$ cat config.mk
export PLATFORM = sky130hd
export DESIGN_NAME = alu_spare_remap
export DESIGN_NICKNAME = d
export VERILOG_FILES = /design/src/rtl/alu_spare_remap_pkg.sv /design/src/rtl/alu_spare_remap_alu_unit.sv /design/src/rtl/alu_spare_remap.sv
export SDC_FILE = /design/constraint.sdc
export NUM_CORES = 2
export LEC_CHECK = 0
export ABC_AREA = 1
export CORE_MARGIN = 4
export CORE_UTILIZATION = 57
export DETAILED_ROUTE_END_ITERATION = 7
export GPL_TIMING_DRIVEN = 0
export PLACE_DENSITY = 0.8
export SLEW_MARGIN = 10
export SYNTH_ARGS = -nofsm -noshare
export SYNTH_HDL_FRONTEND = slang
export SYNTH_HIERARCHICAL = 1
export SYNTH_SLANG_ARGS = --single-unit
$ cat constraint.sdc
create_clock -name clk -period 3.85 [get_ports clk]
set_clock_uncertainty 0.1 [all_clocks]
set_input_delay 0.9625 -clock clk [delete_from_list [all_inputs] [get_ports clk]]
set_output_delay 0.9625 -clock clk [all_outputs]
set_load 0.005 [all_outputs]
$ cat src/rtl/alu_spare_remap_pkg.sv
// Shared definitions for the spare-remapping ALU bank: op encodings, lane states,
// scrub vector and the spare allocator.
package alu_spare_pkg;

    localparam logic [2:0] OP_ADD = 3'b000;
    localparam logic [2:0] OP_SUB = 3'b001;
    localparam logic [2:0] OP_AND = 3'b010;
    localparam logic [2:0] OP_OR  = 3'b011;
    localparam logic [2:0] OP_SLT = 3'b101;

    typedef enum logic [1:0] {
        LANE_NORMAL = 2'd0,
        LANE_REPLAY = 2'd1,
        LANE_DEAD   = 2'd2
    } lane_state_e;

    localparam logic [31:0] SCRUB_A   = 32'h5A5A5A5A;
    localparam logic [31:0] SCRUB_B   = 32'h0F0F0F0F;
    localparam logic [31:0] SCRUB_EXP = 32'h69696969;

    localparam int MAX_UNITS = 32;

    // Lowest set bit of the free mask, or -1 when no unit is free.
    function automatic int alloc_lowest_free(input logic [MAX_UNITS-1:0] free_mask);
        int pick;
        pick = -1;
        for (int p = MAX_UNITS - 1; p >= 0; p--) begin
            if (free_mask[p]) begin
                pick = p;
            end
        end
        return pick;
    endfunction

endpackage

$ cat src/rtl/alu_spare_remap_alu_unit.sv
// One combinational physical ALU; unknown op codes produce zero.
module alu_unit
    import alu_spare_pkg::*;
#(
    parameter int DATA_W = 32
) (
    input  logic [2:0]        op,
    input  logic [DATA_W-1:0] a,
    input  logic [DATA_W-1:0] b,
    output logic [DATA_W-1:0] y
);

    always_comb begin
        y = '0;
        case (op)
            OP_ADD:  y = a + b;
            OP_SUB:  y = a - b;
            OP_AND:  y = a & b;
            OP_OR:   y = a | b;
            OP_SLT:  y = {{(DATA_W-1){1'b0}}, ($signed(a) < $signed(b))};
            default: y = '0;
        endcase
    end

endmodule

$ cat src/rtl/alu_spare_remap.sv
// Fault-tolerant ALU bank: LANES logical lanes remapped onto LANES+SPARES physical ALUs,
// faulted ops replayed on a spare. Define ALU_SPARE_SCRUB_EN for periodic spare scrubbing.
module alu_spare_remap
    import alu_spare_pkg::*;
#(
    parameter int DATA_W = 32,
    parameter int LANES  = 2,
    parameter int SPARES = 2,
    localparam int PHYS  = LANES + SPARES,
    localparam int IDX_W = $clog2(PHYS)
) (
    input  logic                    clk,
    input  logic                    rst,
    input  logic [LANES-1:0]        in_valid,
    output logic [LANES-1:0]        in_ready,
    input  logic [LANES*3-1:0]      in_op,
    input  logic [LANES*DATA_W-1:0] in_a,
    input  logic [LANES*DATA_W-1:0] in_b,
    input  logic [PHYS-1:0]         fault_in,
    input  logic                    fault_clr,
    output logic [LANES-1:0]        res_valid,
    output logic [LANES*DATA_W-1:0] res_data,
    output logic [LANES-1:0]        res_err,
    output logic [PHYS-1:0]         fault_map,
    output logic [LANES*IDX_W-1:0]  lane_map,
    output logic [LANES-1:0]        lane_dead,
    output logic [IDX_W:0]          spares_left,
    output logic                    hardware_fault_flag
);

    localparam logic [PHYS-1:0] ALLOC_RST = PHYS'((1 << LANES) - 1);

    lane_state_e       state_q   [LANES];
    lane_state_e       state_d   [LANES];
    logic [IDX_W-1:0]  map_q     [LANES];
    logic [IDX_W-1:0]  map_d     [LANES];
    logic [2:0]        buf_op_q  [LANES];
    logic [2:0]        buf_op_d  [LANES];
    logic [DATA_W-1:0] buf_a_q   [LANES];
    logic [DATA_W-1:0] buf_a_d   [LANES];
    logic [DATA_W-1:0] buf_b_q   [LANES];
    logic [DATA_W-1:0] buf_b_d   [LANES];
    logic [DATA_W-1:0] res_data_q[LANES];
    logic [DATA_W-1:0] res_data_d[LANES];

    logic [PHYS-1:0]  fault_q, fault_d;
    logic [PHYS-1:0]  alloc_q, alloc_d;
    logic [LANES-1:0] res_valid_q, res_valid_d;
    logic [LANES-1:0] res_err_q, res_err_d;
    logic [IDX_W:0]   spares_q, spares_d;
    logic             hw_flag_q, hw_flag_d;
    logic             clr_pend_q, clr_pend_d;

    logic [LANES-1:0]  exec;
    logic [LANES-1:0]  hit;
    logic [2:0]        l_op [LANES];
    logic [DATA_W-1:0] l_a  [LANES];
    logic [DATA_W-1:0] l_b  [LANES];
    logic [2:0]        u_op [PHYS];
    logic [DATA_W-1:0] u_a  [PHYS];
    logic [DATA_W-1:0] u_b  [PHYS];
    logic [DATA_W-1:0] u_res[PHYS];

    // A lane executes either a fresh issue or its buffered replay on lane_map[i].
    always_comb begin
        for (int i = 0; i < LANES; i++) begin
            exec[i] = (state_q[i] == LANE_NORMAL && in_valid[i]) || (state_q[i] == LANE_REPLAY);
            if (state_q[i] == LANE_REPLAY) begin
                l_op[i] = buf_op_q[i];
                l_a[i]  = buf_a_q[i];
                l_b[i]  = buf_b_q[i];
            end else begin
                l_op[i] = in_op[i*3 +: 3];
                l_a[i]  = in_a[i*DATA_W +: DATA_W];
                l_b[i]  = in_b[i*DATA_W +: DATA_W];
            end
            hit[i] = exec[i] && fault_in[map_q[i]];
        end
    end

`ifdef ALU_SPARE_SCRUB_EN
    logic [7:0]       scrub_cnt_q, scrub_cnt_d;
    logic             scrub_go;
    logic [IDX_W-1:0] scrub_idx;
    int               scrub_pick;

    // Scrub only in periods where no lane is reallocating.
    always_comb begin
        scrub_cnt_d = scrub_cnt_q + 8'd1;
        scrub_pick  = alloc_lowest_free(MAX_UNITS'(~fault_q & ~alloc_q));
        scrub_go    = (scrub_cnt_q == 8'hFF) && (hit == '0) && (scrub_pick >= 0);
        scrub_idx   = IDX_W'(scrub_pick);
    end

    always_ff @(posedge clk) begin
        if (rst) begin
            scrub_cnt_q <= '0;
        end else begin
            scrub_cnt_q <= scrub_cnt_d;
        end
    end
`endif

    always_comb begin
        for (int p = 0; p < PHYS; p++) begin
            u_op[p] = OP_ADD;
            u_a[p]  = '0;
            u_b[p]  = '0;
        end
        for (int i = 0; i < LANES; i++) begin
            if (exec[i]) begin
                u_op[map_q[i]] = l_op[i];
                u_a[map_q[i]]  = l_a[i];
                u_b[map_q[i]]  = l_b[i];
            end
        end
`ifdef ALU_SPARE_SCRUB_EN
        if (scrub_go) begin
            u_op[scrub_idx] = OP_ADD;
            u_a[scrub_idx]  = DATA_W'(SCRUB_A);
            u_b[scrub_idx]  = DATA_W'(SCRUB_B);
        end
`endif
    end

    for (genvar p = 0; p < PHYS; p++) begin : g_unit
        alu_unit #(.DATA_W(DATA_W)) u_alu (
            .op(u_op[p]),
            .a (u_a[p]),
            .b (u_b[p]),
            .y (u_res[p])
        );
    end

    always_comb begin
        logic [PHYS-1:0] free;
        logic            replay_any;
        logic            clr_req;
        int              pick;

        fault_d     = fault_q;
        alloc_d     = alloc_q;
        res_valid_d = '0;
        res_err_d   = '0;
        free        = ~fault_q & ~alloc_q;
        replay_any  = 1'b0;
        pick        = -1;
        for (int i = 0; i < LANES; i++) begin
            state_d[i]    = state_q[i];
            map_d[i]      = map_q[i];
            buf_op_d[i]   = buf_op_q[i];
            buf_a_d[i]    = buf_a_q[i];
            buf_b_d[i]    = buf_b_q[i];
            res_data_d[i] = res_data_q[i];
            if (state_q[i] == LANE_REPLAY) begin
                replay_any = 1'b1;
            end
        end

        // Ascending lane order gives lower lanes the lower spares on simultaneous faults.
        for (int i = 0; i < LANES; i++) begin
            if (exec[i]) begin
                if (hit[i]) begin
                    fault_d[map_q[i]] = 1'b1;
                    buf_op_d[i]       = l_op[i];
                    buf_a_d[i]        = l_a[i];
                    buf_b_d[i]        = l_b[i];
                    pick              = alloc_lowest_free(MAX_UNITS'(free));
                    if (pick >= 0) begin
                        map_d[i]               = IDX_W'(pick);
                        alloc_d[IDX_W'(pick)]  = 1'b1;
                        free[IDX_W'(pick)]     = 1'b0;
                        state_d[i]             = LANE_REPLAY;
                    end else begin
                        state_d[i]   = LANE_DEAD;
                        res_err_d[i] = 1'b1;
                    end
                end else begin
                    res_valid_d[i] = 1'b1;
                    res_data_d[i]  = u_res[map_q[i]];
                    state_d[i]     = LANE_NORMAL;
                end
            end
        end

`ifdef ALU_SPARE_SCRUB_EN
        if (scrub_go && ((u_res[scrub_idx] != DATA_W'(SCRUB_EXP)) || fault_in[scrub_idx])) begin
            fault_d[scrub_idx] = 1'b1;
        end
`endif

        // A clear waits until no replay is in flight so no buffered op is lost.
        clr_req    = fault_clr || clr_pend_q;
        clr_pend_d = clr_req && replay_any;
        if (clr_req && !replay_any) begin
            fault_d     = '0;
            alloc_d     = ALLOC_RST;
            res_valid_d = '0;
            res_err_d   = '0;
            for (int i = 0; i < LANES; i++) begin
                state_d[i] = LANE_NORMAL;
                map_d[i]   = IDX_W'(i);
            end
        end

        spares_d = '0;
        for (int p = 0; p < PHYS; p++) begin
            spares_d = spares_d + (IDX_W+1)'(~fault_d[p] & ~alloc_d[p]);
        end
        hw_flag_d = |fault_d;
    end

    always_ff @(posedge clk) begin
        if (rst) begin
            fault_q     <= '0;
            alloc_q     <= ALLOC_RST;
            res_valid_q <= '0;
            res_err_q   <= '0;
            spares_q    <= (IDX_W+1)'(SPARES);
            hw_flag_q   <= 1'b0;
            clr_pend_q  <= 1'b0;
            for (int i = 0; i < LANES; i++) begin
                state_q[i]    <= LANE_NORMAL;
                map_q[i]      <= IDX_W'(i);
                buf_op_q[i]   <= '0;
                buf_a_q[i]    <= '0;
                buf_b_q[i]    <= '0;
                res_data_q[i] <= '0;
            end
        end else begin
            fault_q     <= fault_d;
            alloc_q     <= alloc_d;
            res_valid_q <= res_valid_d;
            res_err_q   <= res_err_d;
            spares_q    <= spares_d;
            hw_flag_q   <= hw_flag_d;
            clr_pend_q  <= clr_pend_d;
            for (int i = 0; i < LANES; i++) begin
                state_q[i]    <= state_d[i];
                map_q[i]      <= map_d[i];
                buf_op_q[i]   <= buf_op_d[i];
                buf_a_q[i]    <= buf_a_d[i];
                buf_b_q[i]    <= buf_b_d[i];
                res_data_q[i] <= res_data_d[i];
            end
        end
    end

    always_comb begin
        for (int i = 0; i < LANES; i++) begin
            in_ready[i]                    = (state_q[i] == LANE_NORMAL);
            lane_dead[i]                   = (state_q[i] == LANE_DEAD);
            lane_map[i*IDX_W +: IDX_W]     = map_q[i];
            res_data[i*DATA_W +: DATA_W]   = res_data_q[i];
        end
    end

    assign res_valid           = res_valid_q;
    assign res_err             = res_err_q;
    assign fault_map           = fault_q;
    assign spares_left         = spares_q;
    assign hardware_fault_flag = hw_flag_q;

endmodule

==> metrics.yaml, run 1 <==
clock_tree:
  cts_root_buf: "clkbuf_16"
  cts_max_path_buffers: 3
  ctsHoldBuffers: 0
  htreeDepth: 1
  cts_num_sinks: 223
  numCtsBuffers: 24
synth:
  yosysWarnings: 6
  synth-compound-area-share: 0.193
  ys_async_sr_fraction: 0
  synth_xor_area_frac: 0.000444
  synth_top_flop_cell: "dfxtp_1"
  ys_ff_latch: 223
  syn_nets: 7437
  synth-simple-area-share: 0.342
  synthMuxAreaShare: 0.0340
  yosysUniqueCellTypes: 58
  synth_area_um2: 39500
  ys_seq_area_frac: 0.113
  avgSynthCellArea_um2: 5.75
  synth_edf_count: 0
  yosys.area_share.adder: 0.137
  synth_top_family_by_area: "simple AND/OR/NAND/NOR gates"
  synthCells: 6866
grt:
  gr-total-overflow: 741
  grt_pass1_wl_um: 460000
  grt_pass1_vias: 63900
  grt_usage: 0.816
  grt_start_max_net_pins: 16
floorplanning:
  rows: 96
  initial_core_util: 0.575
  ios: 227
  die_y_um: 271
  die_x_um: 271
placement:
  dp_hpwl_um: 171000
  portBuffers: 226
  dp_cells: 8023
  finalWeightedCongestion: 1.30
run_status:
  error: "[ERROR GRT-0116] Global routing finished with congestion. Check the congestion regions in the DRC Viewer."
  stop_stage: "global routing"
  status: "stopped before the end"
-- synth_stat cells (64+ instances only) --
cell	number	share of area
a21oi_1	344	0.044
buf_2	79	0.010
buf_4	73	0.014
clkbuf_1	99	0.0094
dfxtp_1	223	0.11
ha_1	419	0.13
inv_1	1371	0.13
mux2i_1	134	0.034
nand2_1	1881	0.18
nand2_2	71	0.011
nand3_1	442	0.056
nand4_1	64	0.010
nor2_1	418	0.040
nor2_2	65	0.010
o21ai_0	260	0.033
o21bai_1	86	0.016
o22ai_1	417	0.066
-- per-stage QoR --
stage	instance area, um2	setup TNS, ns	hold WS [ns]	setup WS (ns)	utilization
after floorplan	39500	0	0.319	0.00909	-
after global placement	42900	-138.85	0.337	-2.43	0.626
after detailed placement	42900	-142.41	0.350	-2.50	0.626
after CTS	57000	-5.53	0.367	-0.176	0.831
-- per-layer routing --
layer	GRT overflow	GRT usage
met1	32	0.818
met2	390	0.949
met3	54	0.703
met4	251	0.771
met5	14	0.546
-- kinds of logic after synthesis --
family / after synthesis
AND/OR/NAND/NOR: 3118
multiplexers: 134
adder cells (fa/ha/maj): 428
XOR/XNOR: 2
flip-flops: 223
buffers and inverters: 1711
AO/OA/AOI/OAI: 1250
-- timing repair --
action	4_1_cts
setup buffers	391
gates resized for setup	1872
setup endpoints to repair	64
pin swaps	285
gates cloned	14
==> run 2: changes to the inputs <==
CORE_UTILIZATION = 40   (was 57)
PLACE_DENSITY = not set   (was 0.8)
PLACE_DENSITY_LB_ADDON = 0.15   (was not set)
clock period = 5 ns   (was 3.85 ns; I/O delays follow)
==> metrics.yaml, run 2 <==
synth:
  avgSynthCellArea_um2: 5.75  # unchanged
  ys_top_cells_by_count: "nand2_1, inv_1, nand3_1"
  yosysMostFrequentCell: "nand2_1"
  synth_top_flop_cell: "dfxtp_1"
  yosysWarnings: 6  # unchanged
  synth_edf_count: 0  # unchanged
  ys_ff_latch: 223  # unchanged
  yosysUniqueCellTypes: 58  # unchanged
  ys_async_sr_fraction: 0  # unchanged
  synth_top_cell_area_share: 0.179  # unchanged
  syn_nets: 7437  # unchanged
  synth.largest_area_cell: "nand2_1"
  ys_seq_area_frac: 0.113  # unchanged
  synth_area_um2: 39500  # unchanged
  synthCells: 6866  # unchanged
  ys_top_cells_by_area: "nand2_1, ha_1, inv_1"
grt:
  grt_pass1_vias: 43900
  antenna_found_initial: 4
  gr-total-overflow: 0
  grt_pass1_wl_um: 311000
  grt_usage: 0.416
  grt_start_max_net_pins: 16
placement:
  portBuffers: 226  # unchanged
  place_area_um2: 43600  # +1.5%
  dp_cells: 8383  # +4.5%
  finalWeightedCongestion: 1.23  # -5.4%
  dp_hpwl_um: 184000  # +8.2%
cells_and_area:
  final_common_cell: "nand2_1"
  syn_to_final_growth_pct: 31.4
  final_cell_area_um2: 51800
  layout_common_cells: "nand2_1, inv_1, ha_1"
  reg.largest.list: "buf_a_q (64), buf_b_q (64), res_data_q (64)"
  drive_gt1_frac: 0.193
  fin_cells: 8560
  final_net_count: 7828
  fillCellCount: 9881
critical_path:
  cp_top_family: "simple AND/OR/NAND/NOR gates"
  crit_fanout: 10
  worstSetupStartpointType: "flip-flop"
  crit_type: "reg2reg"
  critPathArrivalTime_ns: 5.44
  crit_buf_inv: 7
  path_common_cell: "inv_1"
  critPathSlowestCell: "mux2i_4"
  critPathRequiredTime_ns: 5.39
  crit_chain: "inv_1 -> nand2_2 -> clkbuf_4 -> mux2i_4 -> o22ai_2 -> inv_1 -> ha_1 -> buf_4 -> inv_1 -> nand2_2 -> nor2_1 -> nand2_1 -> inv_1 -> nand2_1 -> nand2_1 -> nand2_1 -> nand3_1 -> nand3b_1 -> inv_1 -> o21ai_0 -> o21bai_1 -> a21oi_1"
  crit_path_end_kind: "flip-flop"
  slowest_delay_ns: 0.85
clock_tree:
  htreeDepth: 1  # unchanged
  ctsHoldBuffers: 0  # unchanged
  numCtsBuffers: 29  # +21%
  cts_root_buf: "clkbuf_16"
  cts_max_path_buffers: 3  # unchanged
  clkSlewWorstSetupHoldPaths_ns: 0.06
  cts_num_sinks: 223  # unchanged
  cts_tree: "done"
  clock_latency_ns: 0.68
run_status:
  violations: "capacitance limit, slew limit, setup timing"
  status: "finished, violations left"
sta:
  fmax_mhz: 198
  period_needed_ns: 5.05
  worst_slew_pin_slew_ns: 1.55
  fin_crit_sh: 1.01
  max_slew_margin: -0.0315
  setup_slack_ns: -0.0492
  setup_violations: 6
  timing.final.max_slew_violations: 12
  hold_viol: 0
  rsz0062_at_grt: "true"
pwr:
  power_density_nw_per_um2: 229
  p_leak_nw: 24.5
  power_w: 0.0119
  vdd_ir_drop_max_mv: 0.292
detailed_routing:
  routed_wl_um: 227000
  vias: 49600
  avgViaCountPerCell: 5.79
  drc: 0
  dr.pass1.iters: 8
  wl_per_cell_um: 26.5
  ant_nets: 0
  drt_iter0_markers: 6790
floorplanning:
  ios: 227  # unchanged
  fp.dieArea_um2: 104000
  initial_core_util: 0.406  # -0.170
  core-area_um2: 97300
  rows: 114  # +19%
  die_y_um: 322  # +19%
  die_x_um: 322  # +19%
run:
  max_cap_viol_count: 1
min_path:
  hold_path_class: "reg2reg"
[run 2: cell counts after synthesis]
No cell type changed its count.
[run 2: layout make-up]
cell class	count	area (um2)	share of cell area
clock inverters	13	248	0.00478
repair buffers	361	3710	0.0715
well taps	1276	1600	0.0308
multi-input cells	4932	33400	0.645
plain buffers	311	2310	0.0445
inverters	1399	5280	0.102
flip-flops and latches	223	4460	0.0861
diodes	5	12.5	0.000241
clock buffers	40	807	0.0156
[run 2: metal layers]
layer	vias up	GRT usage	routed length [um]
met2	3117	0.590	89300
met3	770	0.157	30800
li1	22800	-	-
met1	22800	0.519	87200
met4	8	0.285	19700
met5	-	0.00816	164
[run 2: path summary, 6_finish.rpt]
| path | from | end | slack (ns) | depth (start not counted) |
|---|---|---|---|---|
| hold / removal | alloc_q[3] | alloc_q[3] | 0.34 | 2 |
| setup reg to reg | state_q[0][1] | res_data_q[0][20] | -0.05 | 22 |
| hold reg to reg | alloc_q[3] | alloc_q[3] | 0.34 | 2 |
| setup / recovery | state_q[0][1] | res_data_q[0][20] | -0.05 | 22 |
[run 2: cells by family after synthesis]
group	share of synthesized area
XOR/XNOR	0.000444
multiplexers	0.0340
flip-flops	0.113
adder cells (fa/ha/maj)	0.137
AND/OR/NAND/NOR	0.342
buffers and inverters	0.181
AO/OA/AOI/OAI	0.193
[run 2: through the flow]
step	utilization	hold WS (ns)	TNS (ns)	worst slack [ns]
finish	0.533	0.343	-0.153	-0.0492
global route	0.533	0.383	-1.55	-0.158
CTS	0.498	0.349	-0.0325	-0.0298
detailed placement	0.448	0.339	-87.32	-1.66
global placement	0.445	0.328	-84.43	-1.64
floorplan	-	0.319	0	0.728
[run 2: worst register-to-register path: stages (launching register included)]
cell and delay [ns]:
dfxtp_1 0.36, inv_1 0.12, nand2_2 0.27, clkbuf_4 0.50, mux2i_4 0.87, o22ai_2 0.22
inv_1 0.13, ha_1 0.23, buf_4 0.17, inv_1 0.14, nand2_2 0.13, nor2_1 0.16
nand2_1 0.09, inv_1 0.07, nand2_1 0.06, nand2_1 0.06, nand2_1 0.04, nand3_1 0.12
nand3b_1 0.43, inv_1 0.21, o21ai_0 0.11, o21bai_1 0.25, a21oi_1 0.09
[run 2: timing repair]
item | CTS | global route
pin swaps | 36 | 97
cloned | 0 | 2
setup buffers | 26 | 92
resized for setup | 677 | 548
endpoints found under the setup margin | 64 | 60
[run 2: power breakdown]
group | internal (W) | switching [W] | total (W)
Sequential | 0.00194 | 0.000153 | 0.00209
Clock | 0.00144 | 0.00100 | 0.00245
Combinational | 0.00233 | 0.00500 | 0.00732
No activity file was read; power rests on OpenSTA's default activity.
